`config.mk`:
```
export PLATFORM = sky130hd
export DESIGN_NAME = genesis_pad_emulator
export DESIGN_NICKNAME = d
export VERILOG_FILES = /design/src/rtl/genesis_pad_emulator.sv
export SDC_FILE = /design/constraint.sdc
export NUM_CORES = 1
export LEC_CHECK = 0
export ABC_AREA = 0
export BUFFER_PORTS_ARGS = -buffer_cell sky130_fd_sc_hd__clkbuf_2
export CAP_MARGIN = 20
export CELL_PAD_IN_SITES_DETAIL_PLACEMENT = 1
export CELL_PAD_IN_SITES_GLOBAL_PLACEMENT = 1
export CORE_ASPECT_RATIO = 0.6
export CORE_UTILIZATION = 44
export CTS_CLUSTER_DIAMETER = 100
export DETAILED_ROUTE_END_ITERATION = 10
export GPL_TIMING_DRIVEN = 0
export MAX_ROUTING_LAYER = met4
export PLACE_DENSITY = 0.85
export SETUP_SLACK_MARGIN = 0.15
export SYNTH_ARGS = -nofsm -noshare
export SYNTH_HDL_FRONTEND = slang
export SYNTH_SLANG_ARGS = --single-unit
```
`constraint.sdc`:
```
create_clock -name iCLK -period 3.1 [get_ports iCLK]
set_clock_uncertainty 0.2 [all_clocks]
set_input_delay 0.62 -clock iCLK [delete_from_list [all_inputs] [get_ports iCLK]]
set_output_delay 0.62 -clock iCLK [all_outputs]
set_load 0.005 [all_outputs]
```
`src/rtl/genesis_pad_emulator.sv`:
```
// Emulates a Genesis/Mega Drive 3- or 6-button controller driven by the console's
// TH/SELECT line: the read cycle is tracked by counting SELECT falling edges.
module genesis_pad_emulator #(
    parameter int sync_stages   = 2,
    parameter int timeout_ticks = 75000
) (
    input  logic        iCLK,
    input  logic        iRESET,
    input  logic        iSELECT,
    input  logic [11:0] iBUTTONS,
    input  logic        iMODE_6BTN,
    output logic [5:0]  oGENPAD,
    output logic [2:0]  oPHASE
);

    localparam int STAGES = (sync_stages < 2) ? 2 : sync_stages;
    localparam int IDLE_W = $clog2(timeout_ticks + 1);
    localparam logic [IDLE_W-1:0] IDLE_MAX = IDLE_W'(timeout_ticks);

    typedef enum logic [2:0] {
        PH_IDLE = 3'd0,
        PH_1    = 3'd1,
        PH_2    = 3'd2,
        PH_3    = 3'd3,
        PH_4    = 3'd4
    } phase_t;

    logic [STAGES-1:0] sync_q;
    logic              sel_d_q;
    logic              sel_s;
    logic              sel_fall;
    logic              sel_rise;

    phase_t            k_q, k_d;
    logic              mode_q, mode_d;
    logic [IDLE_W-1:0] idle_q, idle_d;
    logic [5:0]        pad_q, pad_d;

    logic btn_z, btn_y, btn_x, btn_m, btn_s, btn_c;
    logic btn_b, btn_a, btn_u, btn_dn, btn_l, btn_r;
    logic [5:0] pad_norm;

    assign {btn_z, btn_y, btn_x, btn_m, btn_s, btn_c,
            btn_b, btn_a, btn_u, btn_dn, btn_l, btn_r} = iBUTTONS;

    // Synchronizer and delay flop idle high so a released reset with SELECT low
    // is seen as the first falling edge of a read cycle.
    always_ff @(posedge iCLK or posedge iRESET) begin
        if (iRESET) begin
            sync_q  <= '1;
            sel_d_q <= 1'b1;
        end else begin
            sync_q  <= {sync_q[STAGES-2:0], iSELECT};
            sel_d_q <= sel_s;
        end
    end

    assign sel_s    = sync_q[STAGES-1];
    assign sel_fall = sel_d_q & ~sel_s;
    assign sel_rise = ~sel_d_q & sel_s;

    always_comb begin
        k_d    = k_q;
        mode_d = mode_q;
        idle_d = idle_q;

        if (k_q == PH_IDLE) begin
            mode_d = iMODE_6BTN;
        end

        // An edge always wins over a timeout landing in the same cycle.
        if (sel_fall) begin
            case (k_q)
                PH_IDLE: k_d = PH_1;
                PH_1:    k_d = PH_2;
                PH_2:    k_d = mode_q ? PH_3 : PH_1;
                PH_3:    k_d = PH_4;
                default: k_d = PH_1;
            endcase
        end else if (idle_q == IDLE_MAX) begin
            k_d = PH_IDLE;
        end

        if (sel_fall || sel_rise) begin
            idle_d = '0;
        end else if (idle_q != IDLE_MAX) begin
            idle_d = idle_q + IDLE_W'(1);
        end
    end

    assign pad_norm = {~btn_c, ~btn_b, ~btn_u, ~btn_dn, ~btn_l, ~btn_r};

    // Output is built from the phase being entered so it lines up with sel_s.
    always_comb begin
        pad_d = sel_s ? pad_norm : {~btn_s, ~btn_a, ~btn_u, ~btn_dn, 2'b00};
        if (mode_q) begin
            case (k_d)
                PH_3: pad_d = sel_s ? {~btn_c, ~btn_b, ~btn_z, ~btn_y, ~btn_x, ~btn_m}
                                    : {~btn_s, ~btn_a, 4'b0000};
                PH_4: begin
                    if (!sel_s) begin
                        pad_d = {~btn_s, ~btn_a, 4'b1111};
                    end
                end
                default: ;
            endcase
        end
    end

    always_ff @(posedge iCLK or posedge iRESET) begin
        if (iRESET) begin
            k_q    <= PH_IDLE;
            mode_q <= 1'b0;
            idle_q <= '0;
            pad_q  <= 6'h3F;
        end else begin
            k_q    <= k_d;
            mode_q <= mode_d;
            idle_q <= idle_d;
            pad_q  <= pad_d;
        end
    end

    assign oGENPAD = pad_q;
    assign oPHASE  = k_q;

endmodule

```
# == Word-level counts from Yosys, hierarchy flattened ==
# Cells that the tools add are included.
# totals
reg_bits,30
latchBits,0
ramBits,0
romBits,0
input_bits,16
out_inout_bits,9
word_cells,44
n_memories,0
# op_classes
add_sub_neg,1
mul,0
div,0
order_cmp,0
eq_ne,7
shifts,0
mux,11
bitwise_logic,16
n_reduce_logical,3
# ops
cell,count
$mux 17,2
$mux 6,4
$add 17x1->17 const B,1
$eq 17x17->1 const B,1
$ne 17x17->1 const B,1
$not 1->1,14
$pmux 6 s2,1
$eq 3x2->1 const B,3
$pmux 3 s3,1
$mux 3,2
$eq 3x1->1 const B,1
$eq 3x3->1 const B,1
$logic_not 3->1,1
$and 1x1->1,2
$mux 2,1
$reduce_bool 2->1,1
$logic_or 1x1->1,1

# == Depth between registers and ports, before layout ==
# logic_depth
depth_word,6
ltp_mapped,8
depth_no_buf,6

# == Worst setup path after synthesis ==
# No wires, ideal clock.
# synth_timing
kind,reg-to-reg
startpoint,register sync_q[1]
endpoint,"register pad_q[2], in the netlist oGENPAD[2]"
setup_ns,0.082
t_arrival_ns,1.889
path_slack_ns,0.929
stages_incl_launch_ff,8
path_buffers,2
cell_sequence,dfstp_2 -> clkbuf_1 -> inv_1 -> ha_1 -> buf_2 -> nor4_1 -> a32oi_4 -> o211ai_1
# synth_between
elab_chain_cells,6
elab_cells_between_ends,9
classes_between,eq/ne (2); mux (5); bitwise (2)
# synth_rtl
element,line_no,rtl
start: declaration,28,logic [STAGES-1:0] sync_q;
start signal: assignment,53,"sync_q <= {sync_q[STAGES-2:0], iSELECT};"
$not 1->1,59,assign sel_fall = sel_d_q & ~sel_s;
$and 1x1->1,59,
$mux 3,72,if (sel_fall) begin
$eq 3x3->1 or $eq 3x2->1 (tied branches),97,case (k_d)
$pmux 6 s2 (*),97,
$mux 6 (*),96,if (mode_q) begin
via pad_d[2],37,"logic [5:0] pad_q, pad_d;"
end signal: assignment,120,pad_q <= pad_d;
end: declaration,37,
# The timed path passes the listed nets; every way through them passes the cells marked *.
# A chain may end at the register's enable or synchronous reset.

# == Worst setup path in the final report ==
# Same ends and word-level chain as after synthesis.

==> flow_summary.json <==
{
  "hold_violations": 0,
  "initial_utilization_pct": 46.4,
  "seq_area_um2": 762,
  "post_drt_wl_per_cell_um": 17.8,
  "tightest_slew_ns": 0.552,
  "gp_congestion": 0.765,
  "post_dp_cell_area_um2": 1890,
  "hold_path_class": "in -> async",
  "ir_worst_vdd_v": 0.000320,
  "worst_path_max_delay_cell": "dfstp_2",
  "worst_hold_slack_ns": 0.111,
  "fin_setup_tns_ns": 0,
  "port_buffers": 24,
  "die_area_um2": 4140,
  "yosysSeqAreaShare_pct": 44.6,
  "layout_commonest_cell": "clkbuf_2",
  "clk_pin_slew_worst_paths_ns": 0.06,
  "fin_ws_ns": 0.373,
  "drc_errors": 0,
  "critPathLaunchType": "flip-flop",
  "syn_area_per_cell_um2": 10.5,
  "nNetsFinal": 213,
  "final_cell_mix": "clkbuf_2, dfrtp_1, and2_1, inv_1, nand2_1",
  "grt_pass1_vias": 1400,
  "synth-warning-count": 0,
  "cp_top_family": "buffers and inverters",
  "fmax_mhz": 367,
  "fin_util_pct": 54.4,
  "cts_hold_buffers": 0,
  "n_fill_cell": 415,
  "synth_seq_cells": 30,
  "drtAntennaViolNets": 0,
  "grt_usage_pct": 24.0,
  "slew_viol_final": 0,
  "synth_flop_cell": "dfrtp_1",
  "vias": 1361,
  "cp.arrival_ns": 2.71,
  "synthCells": 162,
  "path_cells": "clkbuf_1, inv_1, ha_1, buf_2, nor4_1, a32oi_4, o211ai_1",
  "final_layout_size_suffix_gt1_share_pct": 29.2,
  "hpwl_um": 3110,
  "cts.path.max_buffers": 2,
  "async_flop_share_pct": 100,
  "fin_crit_sh_pct": 88.0,
  "worst-path-buf-inv": 3,
  "synth_nets": 181,
  "crit_fanout": 9,
  "cts-root-buf": "clkbuf_8",
  "vias_per_cell": 5.62,
  "drtPass1Iterations": 4,
  "setup_viol": 0,
  "status": "finished clean",
  "finalCriticalPeriod_ns": 2.73,
  "worstSetupPathType": "reg -> reg",
  "p_total_mw": 1.10,
  "antenna_found_initial": 0,
  "cts_setup_buffers": 0,
  "place_ws_ns": 0.429,
  "relSlewSlack_pct": 63.2,
  "grt_pass1_wl_um": 6980,
  "die_y_um": 50.2,
  "p_per_area_nw_per_um2": 549,
  "cts.htree.levels": 2,
  "core_area_um2": 3680,
  "clock-sinks": 30,
  "wirelength_um": 4310,
  "multiInputGateArea_um2": 866,
  "syn-cell-area_um2": 1710,
  "rows": 17,
  "drt_first_iter_violations": 62,
  "fin_cells": 242,
  "cts_tree": "built",
  "fin_area_um2": 2000,
  "rsz0062_at_grt": "false",
  "r2r_slack_ns": 0.37,
  "dp.cells": 233,
  "synth_cell_type_count": 43,
  "cts_buffers": 5,
  "die_width_um": 82.4,
  "grt_max_degree": 31,
  "diodes": 0,
  "ioPinCount": 25,
  "synth-edff-count": 0,
  "drv_cap": 0,
  "critPathCaptureType": "flip-flop",
  "area.growth.synth_to_final_pct": 17.4,
  "crit_required_ns": 3.09,
  "slowest_delay_ns": 0.54,
  "clk_latency_ns": 0.28,
  "grt-ovfl-total": 0,
  "cts_resized": 0,
  "p_leak_nw": 0.922
}
[cells by family after synthesis]
logic type / after synthesis / share of synthesized area, %
DFF: 30 / 44.6
muxes: 6 / 3.59
and+or+nand+nor: 68 / 27.3
AOI/OAI and AO/OA: 25 / 11.4
adders and majority gates: 3 / 2.20
buffers and inverters: 18 / 4.62
xor gates and xnor gates: 12 / 6.16
[registers in the layout, summed over array words and instances, names as in the netlist]
| signal | flops |
|---|---|
| oGENPAD | 6 |
| sync_q | 2 |
| idle_q | 17 |
| sel_d_q | 1 |
| mode_q | 1 |
| oPHASE | 3 |
[worst register-to-register path: cells and delay by family, from the launching register on]
kind                       cells  cell delay [ns]
and+or+nand+nor                1             0.48
DFF                            1             0.54
adders and majority gates      1             0.25
buffers and inverters          3             0.80
AOI/OAI and AO/OA              2             0.38
[final timing paths]
| kind | start | end | cells after the start |
|---|---|---|---|
| worst max-delay path | sync_q[1]$_DFF_PP1_ | oGENPAD[2]$_DFF_PP1_ | 7 |
| worst min-delay path | iRESET | oPHASE[1]$_DFF_PP0_ | 2 |
| worst max register to register | sync_q[1]$_DFF_PP1_ | oGENPAD[2]$_DFF_PP1_ | 7 |
| worst min register to register | sync_q[0]$_DFF_PP1_ | sync_q[1]$_DFF_PP1_ | 0 |
| max in group asynchronous | iRESET | oGENPAD[2]$_DFF_PP1_ | 3 |
| min in group iCLK | sync_q[0]$_DFF_PP1_ | sync_q[1]$_DFF_PP1_ | 0 |
[layer usage]
metal	share of wire [%]	vias up	global-route usage, %
met5	0	-	-
met4	1.0	0	6.43
met3	4.4	5	6.55
met2	47	27	35.8
met1	47	685	32.2
li1	-	644	-
[report_power, final]
part	total (mW)	internal [mW]	switching (mW)
Clock	0.320	0.181	0.140
Combinational	0.275	0.119	0.157
Sequential	0.503	0.450	0.0531
Total	1.10	0.749	0.349
[area by class of cell]
| cell class | count | area share [%] |
|---|---|---|
| buffer | 7 | 1.87 |
| inverter | 11 | 2.06 |
| multi-input combinational | 114 | 43.2 |
| sequential | 30 | 38.0 |
| timing repair buffer | 25 | 7.37 |
| tap | 47 | 2.94 |
| clock buffer | 8 | 4.50 |
[Yosys cell counts, types with 5 or more instances]
| cell type | n | area [um2] |
|---|---|---|
| nor4_1 | 5 | 31.3 |
| mux2i_1 | 5 | 50.1 |
| nor3_1 | 6 | 30.0 |
| dfrtp_1 | 21 | 526 |
| nand3_1 | 7 | 35.0 |
| nand2_1 | 10 | 37.5 |
| dfstp_2 | 9 | 236 |
| inv_1 | 10 | 37.5 |
| xor2_1 | 8 | 70.1 |
| a21oi_1 | 5 | 25.0 |
| and2_1 | 12 | 75.1 |
No activity file was read; power rests on OpenSTA's default activity.
